**config.mk**
```make
export PLATFORM = sky130hd
export DESIGN_NAME = gpo_shift_engine
export DESIGN_NICKNAME = d
export VERILOG_FILES = /design/src/rtl/gpo_shift_engine.sv
export SDC_FILE = /design/constraint.sdc
export NUM_CORES = 1
export LEC_CHECK = 0
export CAP_MARGIN = 40
export CORE_ASPECT_RATIO = 0.75
export CORE_MARGIN = 2
export CORE_UTILIZATION = 41
export CTS_CLUSTER_DIAMETER = 120
export DETAILED_ROUTE_END_ITERATION = 8
export PLACE_DENSITY = 0.78
export SLEW_MARGIN = 20
export SYNTH_ARGS = -nofsm -noshare
export SYNTH_HDL_FRONTEND = slang
export SYNTH_SLANG_ARGS = --single-unit
```
**constraint.sdc**
```tcl
create_clock -name clk -period 1.55 [get_ports clk]
set_input_delay 0.155 -clock clk [delete_from_list [all_inputs] [get_ports clk]]
set_output_delay 0.155 -clock clk [all_outputs]
set_load 0.02 [all_outputs]
```
**src/rtl/gpo_shift_engine.sv**
```systemverilog
`default_nettype none
// ============================================================================
// Module      : gpo_shift_engine
// Description : Registered general-purpose output pattern. The pattern can be
//               parallel-loaded, or stepped once per cycle (shift or rotate,
//               left or right). A saturating counter tracks the number of
//               steps taken since the last load or reset.
//               Optional feature macro: GPO_SHIFT_ROTATE_EN
//                 defined   -> modes 10/11 rotate left/right
//                 undefined -> modes 10/11 behave as shift left/right
// Revision    : 1.0 - initial release
// ============================================================================
module gpo_shift_engine #(
  parameter int          WIDTH   = 16,
  parameter logic [63:0] RST_VAL = 64'h000F,
  parameter int          CNT_W   = 8
) (
  input  logic             clk,
  input  logic             reset,
  input  logic [WIDTH-1:0] GPI,
  input  logic             load,
  input  logic             ready,
  input  logic [1:0]       mode,
  input  logic             fill,
  output logic [WIDTH-1:0] GPO,
  output logic [CNT_W-1:0] shift_cnt,
  output logic             empty
);

  // Reset pattern fitted to the output width (zero-extend or truncate).
  localparam logic [WIDTH-1:0] C_RST_VAL = WIDTH'(RST_VAL);
  localparam logic [CNT_W-1:0] C_CNT_MAX = {CNT_W{1'b1}};

  logic [WIDTH-1:0] r_gpo;
  logic [CNT_W-1:0] r_cnt;
  logic [WIDTH-1:0] w_step;

  generate
    if (WIDTH == 1) begin : g_narrow
      // A single bit can only be replaced by fill (shift) or kept (rotate),
      // so the direction bit of mode has no effect at this width.
      logic w_unused;
      assign w_unused = ^mode;

      // Next pattern for a one-bit register.
      always_comb begin
        w_step = fill;
`ifdef GPO_SHIFT_ROTATE_EN
        if (mode[1]) begin
          w_step = r_gpo;
        end
`endif
      end
    end else begin : g_wide
      // Next pattern after one step in the currently selected mode.
      always_comb begin
        w_step = r_gpo;
        case (mode)
`ifdef GPO_SHIFT_ROTATE_EN
          2'b00: w_step = {r_gpo[WIDTH-2:0], fill};
          2'b01: w_step = {fill, r_gpo[WIDTH-1:1]};
          2'b10: w_step = {r_gpo[WIDTH-2:0], r_gpo[WIDTH-1]};
          2'b11: w_step = {r_gpo[0], r_gpo[WIDTH-1:1]};
`else
          2'b00, 2'b10: w_step = {r_gpo[WIDTH-2:0], fill};
          2'b01, 2'b11: w_step = {fill, r_gpo[WIDTH-1:1]};
`endif
        endcase
      end
    end
  endgenerate

  // Pattern and step counter: load wins over step, idle cycles hold.
  always_ff @(posedge clk or posedge reset) begin
    if (reset) begin
      r_gpo <= C_RST_VAL;
      r_cnt <= '0;
    end else if (load) begin
      r_gpo <= GPI;
      r_cnt <= '0;
    end else if (ready) begin
      r_gpo <= w_step;
      if (r_cnt != C_CNT_MAX) begin
        r_cnt <= r_cnt + CNT_W'(1);
      end
    end
  end

  assign GPO       = r_gpo;
  assign shift_cnt = r_cnt;
  assign empty     = (r_gpo == '0);

endmodule
`default_nettype wire

```
==> out/results.ini <==
[placement]
placed_cell_area_um2 = 2070
dp.cells = 236
pre_cts_ws_ns = -0.0995
routabilityCongestion = 0.743
port-buffer-count = 46
dp_hpwl_um = 2800

[route]
drt_iter0_drc = 98
wl_um = 3720
via_per_inst = 5.68
ant_nets = 0
firstDrtPassIters = 6
remaining_drc_errors = 0
wire_per_inst_um = 15.5
num_vias = 1363

[power_and_ir_drop]
ir_worst_vdd_uv = 469
clockPowerShare_pct = 30.1
powerDensity_nw_per_um2 = 815
switching_share_pct = 26.8
p_leak_nw = 1.11
finalPower_mw = 1.77
p_int_mw = 1.30
p_sw_uw = 476
pwr-share-seq_pct = 40.7
p_comb_share_pct = 29.2

[global_route]
met3_usage_pct = 2.55
antenna_found_initial = 0
grtUsageMet2_pct = 29.0
grt_use_met1_pct = 27.9
grt_start_max_net_pins = 25
grt_pass1_wl_um = 6040
grt_pass1_vias = 1314
overflow = 0
grt.total_usage_pct = 18.6
busiest_layer = met2

[final_layout]
regArea_um2 = 608
nets = 225
multi_input_area_um2 = 786
drive_above_1_share_pct = 22.0
insertedDiodeCount = 0
design_area_um2 = 2180
finalNonFillerCells = 240
syn2layout_area_growth_pct = 50.7
nFillCells = 254

[floorplan]
die_h_um = 55.4
fp-row-count = 18
start_util_pct = 43.3
pin_count = 48
core-area_um2 = 3330
dieArea_um2 = 4020
die_x_um = 72.5

[sta]
fmax_mhz = 652
fin_setup_tns_ns = 0
finalSetupViolCount = 0
period_share_pct = 98.9
min_period_ns = 1.53
finalMaxSlewViolations = 0
slew_headroom_pct = 79.6
rsz0062_at_grt = yes
finalClockSkew_ns = 0.00140
hold_viol = 0
worst_slew_pin_slew_ns = 0.305
worst_slack_ns = 0.0171

[yosys]
seq_area_frac_synth_pct = 41.9
synth_top_area_share_pct = 34.7
yosys_register_bits = 24
synth_cells = 140
synth_common_cells = dfrtp_1 (20), a211oi_1 (18), mux2i_1 (17), nor2_1 (17), a21o_1 (16)
synth_edf_count = 0
syn_nets = 164
yosys_warnings = 0
synth_cell_types = 30
synth_ff_type = dfrtp_1
synth_area_um2 = 1440
synth_top_cell_by_area = dfrtp_1
synthMostInstantiatedCell = dfrtp_1
ys_top_cells_by_area = dfrtp_1 (35%), mux2i_1 (12%), a211oi_1 (9.4%), a21o_1 (8.3%), dfstp_2 (7.3%)
syn_avg_cell_area_um2 = 10.3
synthArstFlopShare_pct = 100

[clock_tree]
htree_levels = 1
clk_latency_ns = 0.26
clkTransAtPathRegs_ns = 0.08
cts_buffer_depth = 2
cts.sinks = 24
cts_buffers = 3
cts-root-buf = clkbuf_8
cts_tree = yes
post_cts_buffers = 0

[run]
maxCapViolCount = 0

[critical_path]
required_ns = 1.39
path_max_fanout = 4
path_class = reg2out
cp-end-kind = output port
worst_r2r_path_depth = 4
cp.arrival_ns = 1.38
start_kind = flip-flop

[outcome]
outcome = complete, no violations

[hold_path]
hp-class = in2async

## stage by stage
| stage | hold slack [ns] | util [%] |
|---|---|---|
| 2_1_floorplan | 0.167 | - |
| 3_3_place_gp | 0.514 | 62.1 |
| 3_5_place_dp | 0.519 | 62.1 |
| 4_1_cts | 0.234 | 64.3 |
| 5_1_grt | 0.275 | 65.3 |
| 6_report | 0.226 | 65.3 |
## cell families after synthesis
family                   share of synthesized area [%]
buffers and inverters                             5.89
AO/OA/AOI/OAI                                     24.2
AND/OR/NAND/NOR                                   14.3
flip-flops                                        41.9
adder cells (fa/ha/maj)                          0.866
multiplexers                                      12.8
## placed cells by master, fill, tap and decap left out, drive strengths merged, types with 3 or more instances in the layout
cell / n
a211oi: 18
a21o: 16
buf: 23
clkdlybuf4s50: 31
and4: 4
a21oi: 4
mux2i: 17
dlymetal6s2s: 10
a21boi: 3
nor2b: 3
nor3: 3
dfrtp: 20
dlygate4sd2: 4
nor4: 4
dfstp: 4
nor2: 17
clkbuf: 3
and3: 3
## flip-flops by register name, indices dropped and copies added (netlist names)
| signal | flops |
|---|---|
| GPO | 16 |
| shift_cnt | 8 |
## area by class of cell
class / instances / area share (%)
multi-input cells: 102 / 36.1
inverters: 2 / 0.345
well taps: 40 / 2.30
flip-flops and latches: 24 / 27.9
clock buffers: 3 / 1.90
repair buffers: 68 / 30.0
clock inverters: 1 / 1.38
## what timing repair did
| item | CTS | global route |
|---|---|---|
| cloned | 0 | 0 |
| pin swaps | 0 | 0 |
| endpoints found under the hold margin | 0 | 0 |
| endpoints found under the setup margin | 6 | 12 |
| hold buffers | 0 | 0 |
| gates resized for setup | 11 | 11 |
## final timing paths
check                          endpoint         start  slack, ns
max reg2reg                shift_cnt[0]  shift_cnt[0]       0.06
min                        shift_cnt[1]         reset       0.23
max                              GPO[6]        GPO[6]       0.02
min reg2reg                shift_cnt[4]  shift_cnt[4]       0.60
max in group asynchronous        GPO[0]         reset       1.03
min in group clk                 GPO[0]        GPI[0]       0.46
## worst max-delay path, stage by stage, from the launching register on
cell	delay (ns)
dfrtp_1	0.37
buf_4	0.15
clkdlybuf4s50_1	0.61
## metal layers
metal,wire [um],up-vias
met5,0,-
met4,14,0
met3,199,2
met2,1720,57
met1,1780,652
li1,-,652
## power groups by stage
stage | registers (mW) | clock network [mW] | logic [mW]
final | 0.723 | 0.533 | 0.518
after global routing | 0.728 | 0.571 | 0.559
after CTS | 0.722 | 0.542 | 0.525
after detailed placement | 0.730 | 0 | 0.527
after global placement | 0.726 | 0 | 0.516
after floorplan | 0.809 | 0 | 0.179
Power figures use the tool's default switching activity.
